[config.mk]
export PLATFORM = sky130hd
export DESIGN_NAME = mem_port_arbiter_flat
export DESIGN_NICKNAME = d
export VERILOG_FILES = /design/src/rtl/mem_port_arbiter_if.sv /design/src/rtl/mem_port_arbiter.sv /design/src/flat_wrapper.sv
export SDC_FILE = /design/constraint.sdc
export NUM_CORES = 1
export LEC_CHECK = 0
export CAP_MARGIN = 5
export CORE_ASPECT_RATIO = 0.6
export CORE_MARGIN = 3
export CORE_UTILIZATION = 35
export CTS_CLUSTER_DIAMETER = 30
export DETAILED_ROUTE_END_ITERATION = 12
export HOLD_SLACK_MARGIN = 0.08
export PLACE_DENSITY = 0.69
export SLEW_MARGIN = 30
export SYNTH_ARGS = -nofsm -noshare
export SYNTH_HDL_FRONTEND = slang
export SYNTH_SLANG_ARGS = --single-unit
[constraint.sdc]
create_clock -name clock -period 3.72 [get_ports clock]
set_clock_uncertainty 0.1 [all_clocks]
set_input_delay 0.372 -clock clock [delete_from_list [all_inputs] [get_ports clock]]
set_output_delay 0.372 -clock clock [all_outputs]
set_load 0.05 [all_outputs]
[src/rtl/mem_port_arbiter_if.sv]
// ---------------------------------------------------------------------------
// mem_port_arbiter_if
//   Bundles every bus signal around the memory-port arbiter: the IFU and LSU
//   request/response ports, the forwarded memory port and the two status bits.
//   Signal names are the core's own (ifu_*, lsu_*, mem_*).
//
//   modport slave  : the arbiter's view (takes requests, drives memory side)
//   modport master : the environment's view (IFU, LSU and memory model)
// ---------------------------------------------------------------------------
interface mem_port_arbiter_if;
  // IFU port
  logic        ifu_reqValid;
  logic [31:0] ifu_addr;
  logic        ifu_respValid;
  logic [31:0] ifu_rdata;
  // LSU port
  logic        lsu_reqValid;
  logic [31:0] lsu_addr;
  logic        lsu_wen;
  logic [31:0] lsu_wdata;
  logic [3:0]  lsu_wmask;
  logic [1:0]  lsu_size;
  logic        lsu_respValid;
  logic [31:0] lsu_rdata;
  // memory port
  logic        mem_reqValid;
  logic [31:0] mem_addr;
  logic        mem_wen;
  logic [31:0] mem_wdata;
  logic [3:0]  mem_wmask;
  logic [1:0]  mem_size;
  logic        mem_respValid;
  logic [31:0] mem_rdata;
  // status
  logic        busy;
  logic        timeout_err;

  modport slave (
    input  ifu_reqValid, ifu_addr,
    output ifu_respValid, ifu_rdata,
    input  lsu_reqValid, lsu_addr, lsu_wen, lsu_wdata, lsu_wmask, lsu_size,
    output lsu_respValid, lsu_rdata,
    output mem_reqValid, mem_addr, mem_wen, mem_wdata, mem_wmask, mem_size,
    input  mem_respValid, mem_rdata,
    output busy, timeout_err
  );

  modport master (
    output ifu_reqValid, ifu_addr,
    input  ifu_respValid, ifu_rdata,
    output lsu_reqValid, lsu_addr, lsu_wen, lsu_wdata, lsu_wmask, lsu_size,
    input  lsu_respValid, lsu_rdata,
    input  mem_reqValid, mem_addr, mem_wen, mem_wdata, mem_wmask, mem_size,
    output mem_respValid, mem_rdata,
    input  busy, timeout_err
  );
endinterface

[src/rtl/mem_port_arbiter.sv]
// ---------------------------------------------------------------------------
// mem_port_arbiter
//   Shares one memory port between the IFU and the LSU, one outstanding
//   transaction at a time. LSU has priority, but after MAX_LSU_STREAK
//   consecutive LSU wins against a waiting IFU the IFU is forced through.
//   A memory that never answers is cut off after TIMEOUT_CYCLES wait cycles
//   and the requester receives 32'hdeadbeef plus a timeout_err pulse.
//
//   clock : rising-edge clock
//   reset : asynchronous, active-low
//   bus   : mem_port_arbiter_if.slave (IFU, LSU, memory ports, busy, timeout_err)
//
//   Flow: IDLE (arbitrate, latch) -> REQ (mem_reqValid pulse) -> WAIT
//         (response or timeout) -> RESP (requester respValid pulse) -> IDLE.
//   Every output comes from a flop.
// ---------------------------------------------------------------------------
module mem_port_arbiter #(
  parameter int MAX_LSU_STREAK = 4,
  parameter int TIMEOUT_CYCLES = 1024
) (
  input  logic                 clock,
  input  logic                 reset,
  mem_port_arbiter_if.slave    bus
);

  localparam int SW = $clog2(MAX_LSU_STREAK + 1);
  localparam int TW = $clog2(TIMEOUT_CYCLES);
  localparam logic [SW-1:0] STREAK_MAX = SW'(MAX_LSU_STREAK);
  localparam logic [TW-1:0] TO_LAST    = TW'(TIMEOUT_CYCLES - 1);
  localparam logic [31:0]   ERR_DATA   = 32'hdeadbeef;

  typedef enum logic [1:0] {S_IDLE, S_REQ, S_WAIT, S_RESP} state_t;

  state_t        r_state, w_state_nxt;
  logic          r_grant_lsu;
  logic [SW-1:0] r_streak;
  logic [TW-1:0] r_tcnt;
  logic [31:0]   r_cap;

  logic          r_mem_req, r_mem_wen;
  logic [31:0]   r_mem_addr, r_mem_wdata;
  logic [3:0]    r_mem_wmask;
  logic [1:0]    r_mem_size;
  logic          r_ifu_resp, r_lsu_resp;
  logic [31:0]   r_ifu_rdata, r_lsu_rdata;
  logic          r_busy, r_terr;

  logic          w_req_any, w_pick_lsu, w_timeout, w_done;
  logic [31:0]   w_cap_nxt;

  assign w_req_any  = bus.ifu_reqValid | bus.lsu_reqValid;
  // LSU wins unless the IFU is waiting and the streak budget is spent.
  assign w_pick_lsu = bus.lsu_reqValid & (~bus.ifu_reqValid | (r_streak != STREAK_MAX));
  // A real response in the last allowed cycle beats the timeout.
  assign w_timeout  = (r_tcnt == TO_LAST) & ~bus.mem_respValid;
  assign w_done     = bus.mem_respValid | w_timeout;
  assign w_cap_nxt  = bus.mem_respValid ? bus.mem_rdata : ERR_DATA;

  // state register
  always_ff @(posedge clock or negedge reset) begin
    if (!reset) r_state <= S_IDLE;
    else        r_state <= w_state_nxt;
  end

  // next state
  always_comb begin
    w_state_nxt = r_state;
    case (r_state)
      S_IDLE:  if (w_req_any) w_state_nxt = S_REQ;
      S_REQ:   w_state_nxt = S_WAIT;
      S_WAIT:  if (w_done) w_state_nxt = S_RESP;
      S_RESP:  w_state_nxt = S_IDLE;
      default: w_state_nxt = S_IDLE;
    endcase
  end

  // datapath and registered outputs
  always_ff @(posedge clock or negedge reset) begin
    if (!reset) begin
      r_grant_lsu <= 1'b0;
      r_streak    <= '0;
      r_tcnt      <= '0;
      r_cap       <= '0;
      r_mem_req   <= 1'b0;
      r_mem_addr  <= '0;
      r_mem_wen   <= 1'b0;
      r_mem_wdata <= '0;
      r_mem_wmask <= '0;
      r_mem_size  <= '0;
      r_ifu_resp  <= 1'b0;
      r_ifu_rdata <= '0;
      r_lsu_resp  <= 1'b0;
      r_lsu_rdata <= '0;
      r_busy      <= 1'b0;
      r_terr      <= 1'b0;
    end else begin
      r_mem_req  <= 1'b0;
      r_ifu_resp <= 1'b0;
      r_lsu_resp <= 1'b0;
      r_terr     <= 1'b0;
      r_busy     <= (w_state_nxt != S_IDLE);
      case (r_state)
        S_IDLE: if (w_req_any) begin
          r_mem_req   <= 1'b1;
          r_grant_lsu <= w_pick_lsu;
          if (w_pick_lsu) begin
            r_mem_addr  <= bus.lsu_addr;
            r_mem_wen   <= bus.lsu_wen;
            r_mem_wdata <= bus.lsu_wdata;
            r_mem_wmask <= bus.lsu_wmask;
            r_mem_size  <= bus.lsu_size;
            // only wins taken over a waiting IFU count toward the streak
            if (bus.ifu_reqValid)
              r_streak <= (r_streak == STREAK_MAX) ? r_streak : r_streak + 1'b1;
            else
              r_streak <= '0;
          end else begin
            r_mem_addr  <= bus.ifu_addr;
            r_mem_wen   <= 1'b0;
            r_mem_wdata <= '0;
            r_mem_wmask <= 4'b0000;
            r_mem_size  <= 2'b10;
            r_streak    <= '0;
          end
        end
        S_REQ: r_tcnt <= '0;
        S_WAIT: begin
          if (w_done) begin
            r_cap  <= w_cap_nxt;
            r_terr <= w_timeout;
            // rdata is loaded alongside the capture so it is valid in RESP
            if (r_grant_lsu) begin
              r_lsu_resp  <= 1'b1;
              r_lsu_rdata <= w_cap_nxt;
            end else begin
              r_ifu_resp  <= 1'b1;
              r_ifu_rdata <= w_cap_nxt;
            end
          end else begin
            r_tcnt <= r_tcnt + 1'b1;
          end
        end
        default: ;
      endcase
    end
  end

  assign bus.mem_reqValid  = r_mem_req;
  assign bus.mem_addr      = r_mem_addr;
  assign bus.mem_wen       = r_mem_wen;
  assign bus.mem_wdata     = r_mem_wdata;
  assign bus.mem_wmask     = r_mem_wmask;
  assign bus.mem_size      = r_mem_size;
  assign bus.ifu_respValid = r_ifu_resp;
  assign bus.ifu_rdata     = r_ifu_rdata;
  assign bus.lsu_respValid = r_lsu_resp;
  assign bus.lsu_rdata     = r_lsu_rdata;
  assign bus.busy          = r_busy;
  assign bus.timeout_err   = r_terr;

endmodule
[src/flat_wrapper.sv]
// flat-port wrapper written by rule: the top's interface ports become plain ports
module mem_port_arbiter_flat 
#(
  parameter int MAX_LSU_STREAK = 4,
  parameter int TIMEOUT_CYCLES = 1024
)
  (clock, reset, bus_ifu_reqValid, bus_ifu_addr, bus_ifu_respValid, bus_ifu_rdata, bus_lsu_reqValid, bus_lsu_addr, bus_lsu_wen, bus_lsu_wdata, bus_lsu_wmask, bus_lsu_size, bus_lsu_respValid, bus_lsu_rdata, bus_mem_reqValid, bus_mem_addr, bus_mem_wen, bus_mem_wdata, bus_mem_wmask, bus_mem_size, bus_mem_respValid, bus_mem_rdata, bus_busy, bus_timeout_err);
  mem_port_arbiter_if bus_i ();
  input  logic clock;
  input  logic reset;
  input wire logic [$bits(bus_i.ifu_reqValid)-1:0] bus_ifu_reqValid;
  input wire logic [$bits(bus_i.ifu_addr)-1:0] bus_ifu_addr;
  output wire logic [$bits(bus_i.ifu_respValid)-1:0] bus_ifu_respValid;
  output wire logic [$bits(bus_i.ifu_rdata)-1:0] bus_ifu_rdata;
  input wire logic [$bits(bus_i.lsu_reqValid)-1:0] bus_lsu_reqValid;
  input wire logic [$bits(bus_i.lsu_addr)-1:0] bus_lsu_addr;
  input wire logic [$bits(bus_i.lsu_wen)-1:0] bus_lsu_wen;
  input wire logic [$bits(bus_i.lsu_wdata)-1:0] bus_lsu_wdata;
  input wire logic [$bits(bus_i.lsu_wmask)-1:0] bus_lsu_wmask;
  input wire logic [$bits(bus_i.lsu_size)-1:0] bus_lsu_size;
  output wire logic [$bits(bus_i.lsu_respValid)-1:0] bus_lsu_respValid;
  output wire logic [$bits(bus_i.lsu_rdata)-1:0] bus_lsu_rdata;
  output wire logic [$bits(bus_i.mem_reqValid)-1:0] bus_mem_reqValid;
  output wire logic [$bits(bus_i.mem_addr)-1:0] bus_mem_addr;
  output wire logic [$bits(bus_i.mem_wen)-1:0] bus_mem_wen;
  output wire logic [$bits(bus_i.mem_wdata)-1:0] bus_mem_wdata;
  output wire logic [$bits(bus_i.mem_wmask)-1:0] bus_mem_wmask;
  output wire logic [$bits(bus_i.mem_size)-1:0] bus_mem_size;
  input wire logic [$bits(bus_i.mem_respValid)-1:0] bus_mem_respValid;
  input wire logic [$bits(bus_i.mem_rdata)-1:0] bus_mem_rdata;
  output wire logic [$bits(bus_i.busy)-1:0] bus_busy;
  output wire logic [$bits(bus_i.timeout_err)-1:0] bus_timeout_err;
  assign bus_i.ifu_reqValid = bus_ifu_reqValid;
  assign bus_i.ifu_addr = bus_ifu_addr;
  assign bus_ifu_respValid = bus_i.ifu_respValid;
  assign bus_ifu_rdata = bus_i.ifu_rdata;
  assign bus_i.lsu_reqValid = bus_lsu_reqValid;
  assign bus_i.lsu_addr = bus_lsu_addr;
  assign bus_i.lsu_wen = bus_lsu_wen;
  assign bus_i.lsu_wdata = bus_lsu_wdata;
  assign bus_i.lsu_wmask = bus_lsu_wmask;
  assign bus_i.lsu_size = bus_lsu_size;
  assign bus_lsu_respValid = bus_i.lsu_respValid;
  assign bus_lsu_rdata = bus_i.lsu_rdata;
  assign bus_mem_reqValid = bus_i.mem_reqValid;
  assign bus_mem_addr = bus_i.mem_addr;
  assign bus_mem_wen = bus_i.mem_wen;
  assign bus_mem_wdata = bus_i.mem_wdata;
  assign bus_mem_wmask = bus_i.mem_wmask;
  assign bus_mem_size = bus_i.mem_size;
  assign bus_i.mem_respValid = bus_mem_respValid;
  assign bus_i.mem_rdata = bus_mem_rdata;
  assign bus_busy = bus_i.busy;
  assign bus_timeout_err = bus_i.timeout_err;
  mem_port_arbiter #(.MAX_LSU_STREAK(MAX_LSU_STREAK), .TIMEOUT_CYCLES(TIMEOUT_CYCLES)) u_core (.clock(clock), .reset(reset), .bus(bus_i));
endmodule
==> results.sh <==
export IMPL_synth_ff_latch_count=156
export IMPL_tightest_slew_ps=891
export IMPL_vias=5045
export IMPL_cts_sinks=156
export IMPL_min_period_ps=2460
export IMPL_syn_to_final_growth_pct=57.6
export IMPL_antenna_left=0
export IMPL_ys_top_cells_by_count="156 x dfrtp_1, 46 x a22o_1, 42 x nand2_1"
export IMPL_period_share_pct=66.1
export IMPL_cp_arrival_ps=2680
export IMPL_antenna_found_initial=0
export IMPL_fin_nets=899
export IMPL_synth_edff_count=0
export IMPL_yosys_top_cells_area="dfrtp_1 63%, a22o_1 6.5%, mux2i_1 5.5%, o22a_1 4.8%, o21ai_0 3.0%"
export IMPL_worstSetupStartpointType="flop"
export IMPL_gp_congestion=0.783
export IMPL_yosysSeqAreaShare_pct=62.7
export IMPL_synth_ff_type="dfrtp_1"
export IMPL_synth_cell_types=51
export IMPL_synth_top_cell_by_area="dfrtp_1"
export IMPL_p_leak_nw=4.21
export IMPL_crit_required_ps=3940
export IMPL_first_pass_iters=6
export IMPL_fmax_ghz=0.407
export IMPL_drt_iter0_drc=179
export IMPL_dieArea_um2=19500
export IMPL_ir_worst_vdd_uv=575
export IMPL_max_stage_delay_ps=510
export IMPL_initial_utilization_pct=36.0
export IMPL_final_cell_area_um2=9810
export IMPL_postLayoutCoreUtil_pct=56.8
export IMPL_drv_slew=0
export IMPL_final_cells=999
export IMPL_clk_latency_ps=410
export IMPL_grt_setup_unrepaired="false"
export IMPL_setup_violations=0
export IMPL_crit_chain="inv_1 -> ha_1 -> nor2b_1 -> o211ai_1 -> or4_1 -> o21ai_0"
export IMPL_place_area_um2=9210
export IMPL_finalHoldViolCount=0
export IMPL_p_per_area_nw_per_um2=1020
export IMPL_drv_cap=0
export IMPL_grt_use_total_pct=18.1
export IMPL_worst_hold_slack_ps=371
export IMPL_path_class="reg -> reg"
export IMPL_htreeDepth=4
export IMPL_async_reset_ff_share_pct=100
export IMPL_first_global_vias=5316
export IMPL_diodes=0
export IMPL_synth_warnings=0
export IMPL_crit_family="simple AND/OR/NAND/NOR gates"
export IMPL_syn_num_nets=626
export IMPL_die_x_um=178
export IMPL_die_y_um=109
export IMPL_dp_cells=966
export IMPL_viasPerCell=5.05
export IMPL_worstPathBufferInverterCount=1
export IMPL_numCtsBuffers=17
export IMPL_routed_wl_mm=17.8
export IMPL_wl_per_cell_um=17.8
export IMPL_fp_row_count=37
export IMPL_end_kind="flop"
export IMPL_clockBufferDepth=2
export IMPL_drcViolationCount=0
export IMPL_hpwl_mm=13.1
export IMPL_yosysMostFrequentCell="dfrtp_1"
export IMPL_ios=280
export IMPL_tns_ps=0
export IMPL_status="finished, final reports clean"
export IMPL_hp_class="in -> async"
export IMPL_grt_ovfl_total=0
export IMPL_relSlewSlack_pct=40.5
export IMPL_grt_max_degree=75
export IMPL_root_buffer="clkbuf_16"
export IMPL_crit_fanout=9
export IMPL_netlist_area_um2=6220
export IMPL_fp_coreArea_um2=17300
export IMPL_cts_tree="yes"
export IMPL_drive_above_1_share_pct=9.41
export IMPL_synthCells=479
export IMPL_synth_top_area_share_pct=62.7
export IMPL_clkTransAtPathRegs_ps=70
export IMPL_slowest_stage="nor2b_1"
export IMPL_post_cts_setup_buffer_count=0
export IMPL_io_buffers=279
export IMPL_grt_pass1_wl_mm=27.9
export IMPL_syn_area_per_cell_um2=13.0
-- where the power goes --
part           internal [mW]  switching (mW)  total (mW)
sequential              2.44           0.436        2.87
combinational           1.94            3.52        5.46
clock                  0.908           0.808        1.72
-- state kept, by name, indices dropped and copies added, names as in the netlist, 3 cells and up --
signal and count:
u_core.bus.ifu_rdata 32, u_core.bus.lsu_rdata 32, u_core.bus.mem_addr 32, u_core.bus.mem_wdata 32, u_core.r_tcnt 10, u_core.bus.mem_wmask 4
u_core.r_streak 3
-- worst register-to-register path, stage by stage, from the launching register on --
cell and delay, ps:
dfrtp_1 400, inv_1 130, ha_1 380, nor2b_1 510
o211ai_1 280, or4_1 480, o21ai_0 100
-- cells in the final DEF, fill, tap and decap left out, types with 4 or more instances in the layout --
cell type          n
clkdlybuf4s50_1  278
dfrtp_1          156
a22o_1            46
nand2_1           41
o21ai_0           37
mux2i_1           34
o22a_1            34
clkbuf_16         17
o22a_2            14
nand3_1           10
inv_1              8
a22o_2             8
nor2_1             7
ha_1               7
inv_8              7
buf_4              5
nand4_1            4
-- layer usage --
metal | GRT usage [%] | vias to the layer above | part of all wire, %
li1 | - | 2326 | -
met1 | 23.5 | 2491 | 42
met2 | 28.8 | 207 | 47
met3 | 6.94 | 21 | 9.6
met4 | 4.70 | 0 | 1.5
met5 | 0 | - | 0
-- timing repair --
item / in CTS / in global routing
hold buffers: 1 / 0
endpoints found under the hold margin: 46 / 0
setup endpoints to repair: 0 / 0
resized for setup: 0 / 0
-- through the flow --
stage | total power [mW] | setup WS [ps]
after global placement | 8.31 | 1210
after floorplan | 6.45 | 1820
final | 10.1 | 1260
after CTS | 10.2 | 1330
after global routing | 10.6 | 1140
after detailed placement | 8.40 | 1090
-- cells by family after synthesis --
logic type,Yosys count,share of synthesized area [%]
AOI/OAI and AO/OA,155,19.9
xor gates and xnor gates,2,0.281
adders and majority gates,7,1.41
buffers and inverters,42,3.54
DFF,156,62.7
muxes,34,5.47
and+or+nand+nor,83,6.69
-- final timing paths --
kind | slack (ps) | start | to | cells past startpoint
worst max-delay path | 1260 | u_core.r_state[0] | u_core.r_tcnt[6] | 6
worst max register to register | 1260 | u_core.r_state[0] | u_core.r_tcnt[6] | 6
min in group clock | 380 | u_core.r_streak[2] | u_core.r_streak[2] | 1
max in group asynchronous | 2290 | reset | u_core.r_streak[1] | 3
worst min-delay path | 370 | reset | u_core.bus.lsu_rdata[19] | 2
worst min register to register | 380 | u_core.r_streak[2] | u_core.r_streak[2] | 1
-- layout make-up --
class / count / area [um^2]
inverters: 10 / 42.5
clock inverters: 15 / 168
flip-flops and latches: 156 / 3900
well taps: 234 / 293
multi-input cells: 281 / 2120
fillers: 1391 / 7450
repair buffers: 286 / 2860
clock buffers: 17 / 425
(Power assumes the default switching activity.)
